==> config.mk <==
export PLATFORM = sky130hd
export DESIGN_NAME = pipelined_operand_shifter
export DESIGN_NICKNAME = d
export VERILOG_FILES = /design/src/rtl/shifter_pkg.sv /design/src/rtl/shift_core.sv /design/src/rtl/pipelined_operand_shifter.sv
export SDC_FILE = /design/constraint.sdc
export NUM_CORES = 1
export LEC_CHECK = 0
export BUFFER_PORTS_ARGS = -buffer_cell sky130_fd_sc_hd__clkbuf_2
export CELL_PAD_IN_SITES_DETAIL_PLACEMENT = 0
export CELL_PAD_IN_SITES_GLOBAL_PLACEMENT = 1
export CORE_MARGIN = 10
export CORE_UTILIZATION = 45
export CTS_BUF_LIST = sky130_fd_sc_hd__clkbuf_4
export CTS_CLUSTER_DIAMETER = 30
export CTS_CLUSTER_SIZE = 8
export DETAILED_ROUTE_END_ITERATION = 10
export PLACE_DENSITY_LB_ADDON = 0.08
export SLEW_MARGIN = 20
export SYNTH_ARGS = -nofsm -noshare
export SYNTH_HDL_FRONTEND = slang
export SYNTH_SLANG_ARGS = --single-unit
==> constraint.sdc <==
create_clock -name clk -period 8.3 [get_ports clk]
set_input_delay 0.415 -clock clk [delete_from_list [all_inputs] [get_ports clk]]
set_output_delay 0.415 -clock clk [all_outputs]
set_load 0.005 [all_outputs]
==> src/rtl/shifter_pkg.sv <==
// Shared definitions for the pipelined operand-2 shifter: shift types, IR class codes,
// IR field positions and the decoded-operand payload carried between pipeline stages.
package shifter_pkg;

  localparam int unsigned MAX_WIDTH = 64;
  localparam int unsigned AMT_W     = 8;

  localparam logic [1:0] SH_LSL = 2'b00;
  localparam logic [1:0] SH_LSR = 2'b01;
  localparam logic [1:0] SH_ASR = 2'b10;
  localparam logic [1:0] SH_ROR = 2'b11;

  localparam logic [2:0] CLS_REG = 3'b000;
  localparam logic [2:0] CLS_IMM = 3'b001;

  localparam int unsigned IR_CLS_HI  = 27;
  localparam int unsigned IR_CLS_LO  = 25;
  localparam int unsigned IR_AMT_HI  = 11;
  localparam int unsigned IR_AMT_LO  = 7;
  localparam int unsigned IR_TYPE_HI = 6;
  localparam int unsigned IR_TYPE_LO = 5;
  localparam int unsigned IR_REG_SH  = 4;
  localparam int unsigned IR_ROT_HI  = 11;
  localparam int unsigned IR_ROT_LO  = 8;
  localparam int unsigned IR_IMM_HI  = 7;

  // amt already has the "imm #0 means W" substitution applied by the decoder
  typedef struct packed {
    logic [MAX_WIDTH-1:0] val;
    logic [AMT_W-1:0]     amt;
    logic [1:0]           stype;
    logic                 imm_form;
    logic                 rrx;
    logic                 bypass;
  } dec_op_t;

endpackage

==> src/rtl/shift_core.sv <==
// Combinational log2(WIDTH)-level barrel shifter with shifter carry-out.
// LSL is done as a right shift of the bit-reversed operand so all types share one carry rule.
module shift_core
  import shifter_pkg::*;
#(
  parameter int unsigned WIDTH = 32
) (
  input  logic [WIDTH-1:0] val,
  input  logic [AMT_W-1:0] amt,
  input  logic [1:0]       stype,
  input  logic             rrx,
  input  logic             carry_in,
  output logic [WIDTH-1:0] data_c,
  output logic             carry_c
);

  localparam int unsigned      LOG2W     = $clog2(WIDTH);
  localparam logic [AMT_W-1:0] WIDTH_AMT = AMT_W'(WIDTH);
  localparam logic [WIDTH-1:0] ONES      = '1;

  logic [WIDTH-1:0] src;
  logic [WIDTH-1:0] shf;
  logic [WIDTH-1:0] shf_rev;
  logic [LOG2W-1:0] sh;
  logic             fill;
  logic             is_lsl;
  logic             is_asr;

  always_comb begin
    is_lsl = (stype == SH_LSL);
    is_asr = (stype == SH_ASR);
    sh     = amt[LOG2W-1:0];
    fill   = is_asr & val[WIDTH-1];
    src    = val;
    if (is_lsl) begin
      for (int unsigned i = 0; i < WIDTH; i++) src[i] = val[WIDTH-1-i];
    end
    shf = src;
    for (int unsigned k = 0; k < LOG2W; k++) begin
      if (sh[k]) begin
        if (stype == SH_ROR) shf = (shf >> (1 << k)) | (shf << (WIDTH - (1 << k)));
        else                 shf = (shf >> (1 << k)) | (fill ? ~(ONES >> (1 << k)) : '0);
      end
    end
    shf_rev = shf;
    for (int unsigned i = 0; i < WIDTH; i++) shf_rev[i] = shf[WIDTH-1-i];
  end

  // Range handling: amount 0 passes through, amounts at or beyond WIDTH saturate.
  always_comb begin
    data_c  = val;
    carry_c = carry_in;
    if (rrx) begin
      data_c  = {carry_in, val[WIDTH-1:1]};
      carry_c = val[0];
    end else if (amt != '0) begin
      if (stype == SH_ROR) begin
        data_c  = shf;
        carry_c = (sh == '0) ? val[WIDTH-1] : val[sh - LOG2W'(1)];
      end else if (amt < WIDTH_AMT) begin
        data_c  = is_lsl ? shf_rev : shf;
        carry_c = src[sh - LOG2W'(1)];
      end else if (amt == WIDTH_AMT) begin
        data_c  = is_asr ? {WIDTH{val[WIDTH-1]}} : '0;
        carry_c = is_lsl ? val[0] : val[WIDTH-1];
      end else begin
        data_c  = is_asr ? {WIDTH{val[WIDTH-1]}} : '0;
        carry_c = is_asr & val[WIDTH-1];
      end
    end
  end

endmodule

==> src/rtl/pipelined_operand_shifter.sv <==
// Pipelined data-processing operand-2 shifter: IR decode, then barrel shift + carry, valid/ready both sides.
// Build option SHIFTER_RRX_EN: imm-form ROR #0 performs RRX instead of passing Rm through.
module pipelined_operand_shifter
  import shifter_pkg::*;
#(
  parameter int unsigned WIDTH  = 32,
  parameter int unsigned STAGES = 2
) (
  input  logic             clk,
  input  logic             reset,
  input  logic             in_valid,
  output logic             in_ready,
  input  logic [31:0]      in_ir,
  input  logic [WIDTH-1:0] in_rm,
  input  logic [WIDTH-1:0] in_rs,
  input  logic             in_carry,
  output logic             out_valid,
  input  logic             out_ready,
  output logic [WIDTH-1:0] out_data,
  output logic             out_carry,
  output logic             out_bypass
);

`ifdef SHIFTER_RRX_EN
  localparam bit RRX_EN = 1'b1;
`else
  localparam bit RRX_EN = 1'b0;
`endif

  localparam logic [AMT_W-1:0] WIDTH_AMT = AMT_W'(WIDTH);

  dec_op_t          dec_c;
  dec_op_t          core_op;
  logic             core_carry_in;
  logic             core_valid;
  logic             out_adv;
  logic [WIDTH-1:0] core_data_c;
  logic             core_carry_c;
  logic             unused_c;

  assign out_adv  = !out_valid || out_ready;
  assign unused_c = ^{in_ir[31:28], in_ir[24:12], in_rs, core_op};

  // Operand decode; non-shifter classes become a zero-amount passthrough flagged as bypass.
  always_comb begin
    dec_c     = '0;
    dec_c.val = MAX_WIDTH'(in_rm);
    if (in_ir[IR_CLS_HI:IR_CLS_LO] == CLS_REG) begin
      dec_c.stype = in_ir[IR_TYPE_HI:IR_TYPE_LO];
      if (in_ir[IR_REG_SH]) begin
        dec_c.amt = in_rs[AMT_W-1:0];
      end else begin
        dec_c.imm_form = 1'b1;
        dec_c.amt      = AMT_W'(in_ir[IR_AMT_HI:IR_AMT_LO]);
        if (in_ir[IR_AMT_HI:IR_AMT_LO] == 5'd0) begin
          if (dec_c.stype == SH_LSR || dec_c.stype == SH_ASR) dec_c.amt = WIDTH_AMT;
          else if (dec_c.stype == SH_ROR)                      dec_c.rrx = RRX_EN;
        end
      end
    end else if (in_ir[IR_CLS_HI:IR_CLS_LO] == CLS_IMM) begin
      dec_c.val   = MAX_WIDTH'(in_ir[IR_IMM_HI:0]);
      dec_c.amt   = {3'b000, in_ir[IR_ROT_HI:IR_ROT_LO], 1'b0};
      dec_c.stype = SH_ROR;
    end else begin
      dec_c.bypass = 1'b1;
    end
  end

  if (STAGES == 1) begin : g_one_stage
    assign core_op       = dec_c;
    assign core_carry_in = in_carry;
    assign core_valid    = in_valid;
    assign in_ready      = out_adv;
  end else begin : g_two_stage
    dec_op_t s1_op;
    logic    s1_carry;
    logic    s1_valid;

    always_ff @(posedge clk) begin
      if (reset) begin
        s1_valid <= 1'b0;
        s1_op    <= '0;
        s1_carry <= 1'b0;
      end else if (in_ready) begin
        s1_valid <= in_valid;
        if (in_valid) begin
          s1_op    <= dec_c;
          s1_carry <= in_carry;
        end
      end
    end

    assign in_ready      = !s1_valid || out_adv;
    assign core_op       = s1_op;
    assign core_carry_in = s1_carry;
    assign core_valid    = s1_valid;
  end

  shift_core #(.WIDTH(WIDTH)) u_core (
    .val      (core_op.val[WIDTH-1:0]),
    .amt      (core_op.amt),
    .stype    (core_op.stype),
    .rrx      (core_op.rrx),
    .carry_in (core_carry_in),
    .data_c   (core_data_c),
    .carry_c  (core_carry_c)
  );

  // Output stage: loads only when empty or drained, so a stalled result stays bit-stable.
  always_ff @(posedge clk) begin
    if (reset) begin
      out_valid  <= 1'b0;
      out_data   <= '0;
      out_carry  <= 1'b0;
      out_bypass <= 1'b0;
    end else if (out_adv) begin
      out_valid <= core_valid;
      if (core_valid) begin
        out_data   <= core_data_c;
        out_carry  <= core_carry_c;
        out_bypass <= core_op.bypass;
      end
    end
  end

endmodule
# [After elaboration in Yosys (flattened, before gate mapping)]
# Index checks and enable logic that the tools add are counted.
[totals] wordCells=85 out_inout_bits=36 in_bits=101 register_bits=81
[op_classes] bitwise=11 reduce_logical=12 muxes=42 magnitude_cmp=2 n_addsub=1 eq_ne=6
[op_table] op="2-to-1 mux 32 bit" n=23
[op_table] op="OR 16 x 32 -> 32 bit" n=2
[op_table] op="OR 24 x 32 -> 32 bit" n=2
[op_table] op="OR 28 x 32 -> 32 bit" n=2
[op_table] op="OR 30 x 32 -> 32 bit" n=2
[op_table] op="OR 31 x 32 -> 32 bit" n=2
[op_table] op="2-to-1 mux 42 bit" n=1
[op_table] op="2-to-1 mux 1 bit" n=12
[op_table] op="2-to-1 mux 6 bit" n=2
[op_table] op="binary-select mux 1 bit (select 5 bit)" n=2
[op_table] op="logical NOT 5 bit" n=2
[op_table] op="2-to-1 mux 10 bit" n=1
[op_table] op="== test 8 x 6 -> 1 bit, second input constant" n=1
[op_table] op="less-than comparator 8 x 6 -> 1 bit, second input constant" n=1
[op_table] op="2-to-1 mux 8 bit" n=1
[op_table] op="nonzero test 8 bit" n=1
[op_table] op="== test 2 bit, second input constant" n=3
[op_table] op="less-than comparator 5 x 6 -> 1 bit, second input constant" n=1
[op_table] op="subtractor 5 x 1 -> 5 bit, second input constant" n=1
[op_table] op="AND reduction 2 bit" n=2
[op_table] op="== test 3 x 1 -> 1 bit, second input constant" n=1
[op_table] op="logical NOT 3 bit" n=1
[op_table] op="logical OR 1 bit" n=3
[op_table] op="== test 2 x 1 -> 1 bit, second input constant" n=1
[op_table] op="3 further kinds" n=4

# [Longest topological paths before layout]
# Gate-level depths: netlist of the first run.
[logic_depth] ltp_word=23 mapped_depth=14 ltp_nobuf=10

# [By module]
# From an unflattened synthesis of the first run, not the netlist that was laid out.
[hier_totals] cells_unflattened=1137 area_unflattened_um2=8808.4
[by_module_without_submodules] mod="shift_core" n_inst=1 area_per_inst_um2=5506.5 cells_each=744 seq_area_each_um2=0.0
[by_module_without_submodules] mod="pipelined_operand_shifter" n_inst=1 area_per_inst_um2=3301.9 cells_each=393 seq_area_each_um2=1601.5

# [Least setup slack after synthesis of the first run]
# No wires, ideal clock.
[synth_timing] kind="register to register" from="reg g_two_stage.s1_op, in the netlist core_op[6]" to="reg out_carry" setup_time_ps=136 synth_period_minus_slack_ps=3411 stages_incl_launch_ff=13 t_required_ps=8164 arrival_ps=3276 n_path_buf=3 setup_slack_ps=4889 cell_sequence="dfxtp_1 -> buf_2 -> inv_2 -> buf_2 -> buf_2 -> ha_1 -> xor2_1 -> mux4_2 -> mux2_2 -> o21ai_0 -> a21oi_1 -> nor4_1 -> o32ai_1"
[synth_between] elab_chain_len=7 elab_cells_between_ends=15 classes_between="add/sub: 1; order compare: 1; eq/ne: 1; mux: 10; reduce/logical: 2"
[synth_rtl] element="start, declared" line_no="pipelined_operand_shifter.sv:75" source="dec_op_t s1_op;"
[synth_rtl] element="start signal, assigned" line_no="pipelined_operand_shifter.sv:82" source="s1_op <= '0;"
[synth_rtl] element="start signal, assigned" line_no="pipelined_operand_shifter.sv:87" source="s1_op <= dec_c;"
[synth_rtl] element="subtractor 5 x 1 -> 5 bit" line_no="shift_core.sv:59, shift_core.sv:62"
[synth_rtl] element="binary-select mux 1 bit (select 5 bit) (on tied branches)" line_no="shift_core.sv:62, shift_core.sv:59"
[synth_rtl] element="2-to-1 mux 1 bit (on tied branches)" line_no="shift_core.sv:62, shift_core.sv:59"
[synth_rtl] element="2-to-1 mux 1 bit (on tied branches)" line_no="shift_core.sv:60, shift_core.sv:59"
[synth_rtl] element="2-to-1 mux 1 bit" line_no="shift_core.sv:57" source="if (stype == SH_ROR) begin"
[synth_rtl] element="2-to-1 mux 1 bit *" line_no="shift_core.sv:56" source="end else if (amt != '0) begin"
[synth_rtl] element="2-to-1 mux 1 bit *" line_no="shift_core.sv:53" source="if (rrx) begin"
[synth_rtl] element="end signal, assigned" line_no="pipelined_operand_shifter.sv:120" source="out_carry <= core_carry_c;"
[synth_rtl] element="end, declared" line_no="pipelined_operand_shifter.sv:20" source="output logic out_carry,"
# Every way passes the cells marked *; elsewhere a longest branch is shown, timed or not. The select of a mux whose other input is x is not followed.
# A chain may end at the register's enable or synchronous reset.

# [Worst setup path after layout of the first run]
[layout_timing] from="reg g_two_stage.s1_op, in the netlist core_op[3]" to="reg out_data[20]"
[layout_between] elab_chain_len=22 elab_cells_between_ends=36 classes_between="eq/ne: 2; mux: 22; bitwise: 11; reduce/logical: 1"
[layout_rtl] element="logical NOT 2 bit" line_no="shift_core.sv:30" source="is_lsl = (stype == SH_LSL);"
[layout_rtl] element="2-to-1 mux 32 bit" line_no="shift_core.sv:35" source="if (is_lsl) begin"
[layout_rtl] element="OR 31 x 32 -> 32 bit (on tied branches)" line_no="shift_core.sv:42, shift_core.sv:41"
[layout_rtl] element="2-to-1 mux 32 bit" line_no="shift_core.sv:41" source="if (stype == SH_ROR) shf = (shf >> (1 << k)) | (shf << (WIDTH - (1 << k)));"
[layout_rtl] element="2-to-1 mux 32 bit" line_no="shift_core.sv:40" source="if (sh[k]) begin"
[layout_rtl] element="OR 30 x 32 -> 32 bit (on tied branches)" line_no="shift_core.sv:42, shift_core.sv:41"
[layout_rtl] element="2-to-1 mux 32 bit" line_no="shift_core.sv:41"
[layout_rtl] element="2-to-1 mux 32 bit" line_no="shift_core.sv:40"
[layout_rtl] element="[... 6 more ...]"
[layout_rtl] element="OR 16 x 32 -> 32 bit (on tied branches)" line_no="shift_core.sv:41, shift_core.sv:42"
[layout_rtl] element="2-to-1 mux 32 bit" line_no="shift_core.sv:41"
[layout_rtl] element="2-to-1 mux 32 bit" line_no="shift_core.sv:40"
[layout_rtl] element="2-to-1 mux 32 bit" line_no="shift_core.sv:61" source="data_c = is_lsl ? shf_rev : shf;"
[layout_rtl] element="2-to-1 mux 32 bit" line_no="shift_core.sv:60" source="end else if (amt < WIDTH_AMT) begin"
[layout_rtl] element="2-to-1 mux 32 bit *" line_no="shift_core.sv:57"
[layout_rtl] element="2-to-1 mux 32 bit *" line_no="shift_core.sv:56"
[layout_rtl] element="2-to-1 mux 32 bit *" line_no="shift_core.sv:53"
[layout_rtl] element="end signal, assigned" line_no="pipelined_operand_shifter.sv:119" source="out_data <= core_data_c;"
[layout_rtl] element="end, declared" line_no="pipelined_operand_shifter.sv:19" source="output logic [WIDTH-1:0] out_data,"
# Every way passes the cells marked *; elsewhere a longest branch is shown, timed or not.

==> impl_metrics.toml, run 1 <==
[yosys]
async_flop_share_pct = 0
synth_cell_type_count = 76
syn_nets = 1065
synthAdderAreaFrac_pct = 0.157
yosysTopAreaCell = "dfxtp_1"
avgSynthCellArea_um2 = 8.26
synth-xor-area-share_pct = 0.550
syn_inst = 963
synthTopCellsByCount = "nand2_1 (113), a21oi_1 (95), nor2_1 (87), dfxtp_1 (80), clkbuf_1 (72)"
ys.flop_type = "dfxtp_1"
muxShareOfSynthArea_pct = 29.4
synth_seq_cells = 80
synth_top_area_share_pct = 20.1
syn_area_um2 = 7960
synth_edf_count = 0
synthTopCellsByArea = "dfxtp_1 (20%), mux4_2 (18%), mux2i_1 (7.4%)"
synth_compound_area_share_pct = 25.1
ys_warn_count = 0
synth_top_family_by_area = "multiplexers"
yosys.area_share.simple_pct = 17.3
ys_seq_area_share_pct = 20.1
yosysMostFrequentCell = "nand2_1"

[timing]
fmax_mhz = 236
min_period_ns = 4.23
slew_viol_final = 0
fin_setup_tns_ns = 0
fin_skew_ns = 0.0378
setup_viol = 0
tightest_slew_ns = 1.10
rsz0062_at_grt = "false"
hold_viol_final = 0
layout_setup_ws_ns = 4.07
max_slew_margin_pct = 26.3
timing.final.crit_share_pct = 51.0

[critical_path]
required_ns = 8.75
crit_fanout = 23
crit_type = "reg -> reg"
start_kind = "register"
critPathCaptureType = "register"
cp.arrival_ns = 4.69
r2r_slack_ns = 4.07

[routing]
dr.first_iter.drc_count = 994
vias = 8482
detail-route-antenna-nets = 0
routed_wl_um = 32900
viasPerCell = 7.02
route.detailed.drc = 0
drt_first_pass_iters = 5
routedWlPerCell_um = 27.3

[place]
gp_congestion = 0.991
place_ws_ns = 3.99
dpl.hpwl_um = 23200
io_buffers = 95

[die]
io_pins = 137
core-area_um2 = 17300
die_area_um2 = 23400
die_x_um = 153
num_rows = 48
start_util_pct = 46.0
die_h_um = 153

[clocking]
clockBufferDepth = 2
clk_pin_slew_ns = 0.19
cts_tree = "built"
postCtsSetupRepairBufs = 0
cts-root-buf = "clkbuf_4"
insertion_delay_ns = 0.51
htreeDepth = 3
cts-hold-fix-buffers = 0
cts_inserted_buffers = 9
cts_resized = 0
cts_sinks = 80

[power_and_ir_drop]
seqPwrFrac_pct = 42.0
clkPwrFrac_pct = 26.1
swShare_pct = 40.5
p_switching_mw = 0.439
power.internal_mw = 0.646
power.leakage_nw = 3.16
p_comb_share_pct = 31.9
p_per_area_nw_per_um2 = 127
p_total_mw = 1.08
ir_drop_v = 0.0000879

[min_path]
hp-class = "in -> reg"

[run]
max_cap_violations = 0

[finish]
nets = 1077
num-fill-cells = 1726
utilization_pct = 49.2
drive_gt1_share_pct = 23.3
area_growth_pct = 7.01

[global_routing]
antenna_found_initial = 1
track_usage_pct = 27.1
grt_first_pass_wirelength_um = 50900
grt_pass1_vias = 8298
grt_max_degree = 51
overflow = 0

[outcome]
status = "finished, final reports clean"
==> sequential cells by signal (all words and copies together), names as in the netlist <==
| name | count |
|---|---|
| core_op | 43 |
| out_data | 32 |
| core_carry_in | 1 |
| core_valid | 1 |
| out_bypass | 1 |
| out_carry | 1 |
| out_valid | 1 |
==> kinds of logic after synthesis <==
logic type      after synthesis
compound gates              299
xor+xnor                      5
fa+ha+maj                     1
buf+inv                     128
flops                        80
mux                         141
simple gates                309
==> layer usage <==
metal,part of all wire [%],GRT usage (%),vias to the layer above
met5,0,0,-
met4,4.5,13.1,0
met3,9.7,5.86,90
met2,47,44.2,569
met1,39,33.2,4112
li1,-,-,3711
==> through the flow <==
stage          hold WS (ns)  cell area, um2  cells
6_report              0.111            8520   1208
5_1_grt               0.132            8510   1207
4_1_cts              0.0937            8510   1205
3_5_place_dp          0.444            8360   1189
3_3_place_gp          0.442            8360   1189
2_1_floorplan         0.432            7960    963
==> layout by cell type, fill, tap and decap left out, drive strengths merged, types with 5 or more instances in the layout <==
master | Yosys | final
nand2 | 113 | 113
nand3 | 42 | 42
nor3 | 20 | 20
a221oi | 6 | 6
buf | 40 | 18
dfxtp | 80 | 80
o211ai | 12 | 12
a21oi | 97 | 97
o22ai | 7 | 7
a21o | 6 | 6
o21ai | 50 | 50
mux4 | 71 | 71
mux2 | 11 | 11
inv | 15 | 19
nand2b | 6 | 6
a311oi | 10 | 10
and2 | 5 | 5
mux2i | 59 | 59
a32oi | 6 | 6
a221o | 5 | 5
a2111oi | 6 | 6
nor4 | 6 | 6
a22oi | 26 | 26
nor2b | 5 | 5
and3 | 7 | 7
nor2 | 90 | 90
clkbuf | 72 | 104
a211oi | 26 | 26
a211o | 6 | 6
==> critical path, stage by stage, from the launching register on <==
cell and delay (ns):
dfxtp_1 0.86, or2_2 0.69, buf_4 0.45, mux2i_1 0.17, mux4_2 0.54, mux2i_1 0.44
a22oi_1 0.26, a221oi_1 0.32, o21ai_1 0.22, a211oi_2 0.22
==> layout make-up <==
type	instances	area, um2	area share (%)
multi-input cells	755	5800	68.1
flip-flops and latches	80	1600	18.8
repair buffers	113	611	7.17
well taps	225	282	3.31
clock inverters	7	86.3	1.01
clock buffers	9	67.6	0.793
inverters	16	60.1	0.705
diodes	3	7.51	0.0881
==> path summary, 6_finish.rpt <==
check                start            end  cells past startpoint
max             core_op[3]   out_data[20]                      9
max reg2reg     core_op[3]   out_data[20]                      9
min reg2reg  core_carry_in  core_carry_in                      2
min              in_rm[29]    core_op[42]                      3
==> power by group through the flow <==
stage | registers, mW | logic [mW] | clock network (mW)
after detailed placement | 0.461 | 0.339 | 0
after global routing | 0.458 | 0.373 | 0.296
after floorplan | 0.427 | 0.253 | 0
after global placement | 0.460 | 0.334 | 0
after CTS | 0.453 | 0.340 | 0.285
final | 0.455 | 0.346 | 0.283
Power figures use the tool's default switching activity.
==> run 2, diff against run 1 <==
Settings changed: CORE_UTILIZATION 45 to 44.
Clock period 8.3 ns to 4.1 ns, I/O delays scaled along.
==> run 2 against run 1 <==
  * Clock skew is 0.0044 ns higher
  * First-iteration DRC count is 22% lower
  * Global-route usage hardly changed
  * Register-to-register slack worse by 3.2 ns
  * Die area is 2.0% higher
  * Setup slack worse by 3.2 ns
  * Core utilization is 2.0 points higher
  * Combinational power is 120% higher
  * Sequential share of layout area is 1.4 points lower
  * Design area is 7.8% higher
  * Total power is 110% higher
  * Largest power group unchanged
==> impl_metrics.toml, run 2 (synthesis results as in run 1) <==
[outcome]
status = "finished, final reports clean"

[min_path]
whs_path_depth = 3
min_from = "in_ir[5]"
hp-class = "in -> reg"
hold_end = "core_op[18]"

[timing]
tightest_slew_ns = 1.03
hold_viol_final = 0
min_period_ns = 3.24
max_slew_margin_pct = 30.9
slew_viol_final = 0
fin_skew_ns = 0.0423
setup_viol = 0
fin_setup_tns_ns = 0
fmax_mhz = 308
layout_setup_ws_ns = 0.858
rsz0062_at_grt = "false"
timing.final.crit_share_pct = 79.1

[clocking]
clk_pin_slew_ns = 0.15
htreeDepth = 3
cts-root-buf = "clkbuf_4"
cts_inserted_buffers = 9
cts_sinks = 80
cts_resized = 0
postCtsSetupRepairBufs = 0
clockBufferDepth = 2
insertion_delay_ns = 0.50
cts_tree = "built"
cts-hold-fix-buffers = 41

[routing]
wl_met1_um = 13200
routedWlPerCell_um = 25.7
dr.first_iter.drc_count = 779
top_layer_used = "met4"
detail-route-antenna-nets = 0
met3RoutedLength_um = 2490
route.detailed.drc = 0
viasPerCell = 6.73
vias = 8623
routed_wl_um = 32900
drt_first_pass_iters = 7
wl_met2_um = 15500

[finish]
num-fill-cells = 1724
area_growth_pct = 15.4
finalNonFillerCells = 1281
mostFrequentLayoutCells = "nand2_1 (113), clkbuf_2 (95), a21oi_1 (94)"
nets = 1148
largest_reg_flops = 43
layout_commonest_cell = "nand2_1"
drive_gt1_share_pct = 24.6

[critical_path]
cp.arrival_ns = 3.59
crit_type = "reg -> reg"
required_ns = 4.45
worstReg2RegStart = "core_op[3]"
r2r_slack_ns = 0.86
cp_common_cell = "buf_4"
critPathTopFamily = "multiplexers"
slowest_delay_ns = 0.56
critPathCaptureType = "register"
crit_fanout = 20
crit_buf_inv = 3
crit_chain = "buf_4 -> nor2_4 -> buf_4 -> mux4_2 -> mux2i_1 -> mux4_2 -> nor2_1 -> o22ai_1 -> buf_4 -> a211oi_1"
crit-reg2reg-capture = "out_data[15]"
reg2reg_depth = 10
start_kind = "register"
cp_slowest_cell = "mux4_2"

[die]
start_util_pct = 44.5
core-area_um2 = 17900
die_h_um = 154
io_pins = 137
die_area_um2 = 23900
die_x_um = 154
num_rows = 49

[global_routing]
grt_max_degree = 49
track_usage_pct = 27.1
grt_pass1_vias = 8665
antenna_found_initial = 1
overflow = 0
grt_first_pass_wirelength_um = 51700

[power_and_ir_drop]
clkPwrFrac_pct = 25.1
power.leakage_nw = 3.48
p_comb_share_pct = 33.9
seqPwrFrac_pct = 41.0
p_switching_mw = 0.886
power.internal_mw = 1.35
ir_drop_v = 0.000193
swShare_pct = 39.6
p_per_area_nw_per_um2 = 244

[run]
max_cap_violations = 0

[place]
gp_congestion = 0.991
dpl.hpwl_um = 24300
dp_cells = 1222
io_buffers = 95
place_ws_ns = 0.888
run 2: changes by cell type in the layout (fill, tap and decap cells not counted), moves of 2 or more:
cell / change
dlygate4sd3_1: +41
buf_4: +28
clkinvlp_4: +2
diode_2: -2
o311ai_0: +2
o311ai_1: -2
run 2: worst min-delay path, stage by stage:
cell and delay (ns):
clkbuf_2 0.11, nand3_1 0.08, a311oi_1 0.08
run 2: stage by stage:
stage	instance area [um2]	util, %	power (mW)	hold WS [ns]
after floorplan	7960	-	1.38	0.341
after global placement	8590	48.0	1.63	0.442
after detailed placement	8590	48.0	1.64	0.446
after CTS	9150	51.1	2.23	0.00370
after global routing	9180	51.3	2.34	0.0241
final	9180	51.3	2.24	0.0187
run 2: power by group through the flow:
stage	Clock, mW	Combinational [mW]	Sequential (mW)
finish	0.561	0.759	0.917
global route	0.593	0.822	0.920
CTS	0.572	0.745	0.913
detailed placement	0	0.711	0.931
global placement	0	0.701	0.928
floorplan	0	0.512	0.864
run 2: routing by layer:
layer / vias to the layer above / GRT usage [%]
met5: - / 0
met2: 468 / 42.8
met1: 4198 / 34.0
met4: 0 / 14.7
li1: 3852 / -
met3: 105 / 5.66
run 2: worst max-delay path by stage:
stage / start / endpoint / depth (start not counted)
after global routing: core_op[3] / out_data[27] / 10
final: core_op[3] / out_data[15] / 10
after detailed placement: core_op[44] / out_data[25] / 7
after CTS: core_op[44] / out_data[25] / 7
after global placement: core_op[3] / out_data[25] / 9
after floorplan: core_op[6] / out_carry / 12
run 2: area by class of cell:
| class | count | area, um2 | share of cell area, % |
|---|---|---|---|
| Inverter | 16 | 60.1 | 0.654 |
| Tap cell | 229 | 287 | 3.12 |
| Multi-Input combinational cell | 755 | 5800 | 63.2 |
| Timing Repair Buffer | 184 | 1280 | 13.9 |
| Antenna cell | 1 | 2.50 | 0.0273 |
| Clock buffer | 9 | 67.6 | 0.736 |
| Sequential cell | 80 | 1600 | 17.5 |
| Clock inverter | 7 | 82.6 | 0.899 |
==> run 3, diff against run 2 <==
Settings changed: CORE_UTILIZATION 44 to 40.
Clock period 4.1 ns to 2.85 ns, I/O delays scaled along.
==> run 3 against run 2 <==
  * Wire length increased by 12%
  * Sequential share of layout area is 2.2 points lower
  * Count of clock-buffer cells in the layout stayed put
  * Setup slack got worse by 0.84 ns
  * Critical endpoint is now out_data[7]
==> impl_metrics.toml, run 3 (synthesis results as in run 1) <==
[min_path]
hold_end = "core_op[11]"
whs_path_depth = 3
hp-class = "in -> reg"
min_from = "in_ir[4]"

[critical_path]
crit_fanout = 6
start_kind = "register"
r2r_slack_ns = 0.02
required_ns = 3.22
reg2reg_depth = 10
crit-reg2reg-capture = "out_data[7]"
worstReg2RegStart = "core_op[4]"
critPathCaptureType = "register"
crit_type = "reg -> reg"
cp.arrival_ns = 3.20

[outcome]
status = "finished, final reports clean"

[clocking]
clockBufferDepth = 2
cts-root-buf = "clkbuf_4"
cts_inserted_buffers = 9
cts_sinks = 80
insertion_delay_ns = 0.51
cts_tree = "built"
clk_pin_slew_ns = 0.17
htreeDepth = 3

[global_routing]
grt_pass1_vias = 9069
antenna_found_initial = 2
track_usage_pct = 27.8
overflow = 0
grt_first_pass_wirelength_um = 56700
grt_max_degree = 83

[routing]
viasPerCell = 6.33
dr.first_iter.drc_count = 962
routedWlPerCell_um = 25.6
vias = 9167
detail-route-antenna-nets = 0
routed_wl_um = 37000
route.detailed.drc = 0
drt_first_pass_iters = 5

[timing]
min_period_ns = 2.83
max_slew_margin_pct = 35.2
tightest_slew_ns = 0.971
hold_viol_final = 0
setup_viol = 0
whs_ns = 0.00910
timing.final.crit_share_pct = 99.2
slew_viol_final = 0
fin_skew_ns = 0.0307
rsz0062_at_grt = "true"
fmax_mhz = 354

[place]
gp_congestion = 0.982
dpl.hpwl_um = 27900
io_buffers = 95

[finish]
layout_commonest_cell = "buf_4"
utilization_pct = 54.0
area_growth_pct = 32.5
drive_gt1_share_pct = 36.7
mostFrequentLayoutCells = "buf_4 (161), nand2_1 (110), clkbuf_2 (95)"
nets = 1279
largest_reg_flops = 43

[die]
io_pins = 137
die_area_um2 = 25900
die_h_um = 161
start_util_pct = 40.8
num_rows = 51
core-area_um2 = 19500
die_x_um = 161

[power_and_ir_drop]
ir_drop_v = 0.000190
power.leakage_nw = 4.17
p_per_area_nw_per_um2 = 330
p_total_mw = 3.48

[run]
max_cap_violations = 0
-- run 3: report_power, final --
group	total [mW]	switching, mW	internal (mW)
Combinational	1.42	0.765	0.653
Sequential	1.27	0.0845	1.18
Clock	0.796	0.519	0.277
-- run 3: metal layers --
layer | vias up | global-route usage (%) | wire, um | share of wire, %
met5 | - | 0 | 0 | 0
met4 | 0 | 11.2 | 1640 | 4.4
met3 | 92 | 5.47 | 3200 | 8.6
met2 | 534 | 43.7 | 16800 | 45
met1 | 4434 | 36.7 | 15400 | 41
li1 | 4107 | - | - | -
-- run 3: final cells by class --
type / instances / area [um2]
Clock buffer: 9 / 67.6
Antenna cell: 2 / 5.00
Timing Repair Buffer: 315 / 2390
Inverter: 16 / 60.1
Multi-Input combinational cell: 755 / 6000
Fill cell: 1859 / 8980
Sequential cell: 80 / 1610
Tap cell: 265 / 332
Clock inverter: 7 / 76.3
-- run 3: worst max-delay path by stage --
| stage | cells after the start | endpoint | start |
|---|---|---|---|
| global route | 13 | out_data[17] | core_op[4] |
| global placement | 8 | out_data[24] | core_op[5] |
| finish | 10 | out_data[7] | core_op[4] |
| detailed placement | 9 | out_data[20] | core_op[3] |
| CTS | 9 | out_data[7] | core_op[5] |
| floorplan | 12 | out_carry | core_op[6] |
-- run 3: repair_timing --
action	4_1_cts	5_1_grt
hold endpoints to repair	37	0
pin swaps	0	12
resized for setup	8	53
gates cloned	0	1
hold buffers	45	0
buffers inserted	0	4
endpoints found under the setup margin	10	23
-- run 3: worst max-delay path, cell delays in order, from the launching register on --
cell and delay [ns]:
dfxtp_2 0.36, buf_4 0.15, nor2_4 0.21, clkbuf_16 0.20
mux4_2 0.35, mux4_2 0.53, nand2_1 0.10, o31ai_2 0.12
mux2_2 0.31, a2111oi_2 0.28, nor4_1 0.10
-- run 3: stage by stage --
step           instance area, um2  TNS, ns  cells  setup WS (ns)
3_3_place_gp                 9700   -0.460   1381         -0.144
2_1_floorplan                8000        0    963         0.0129
3_5_place_dp                 9700   -0.350   1381         -0.132
5_1_grt                     10500   -0.111   1449        -0.0425
6_report                    10500        0   1449         0.0223
4_1_cts                     10300        0   1442         0.0171
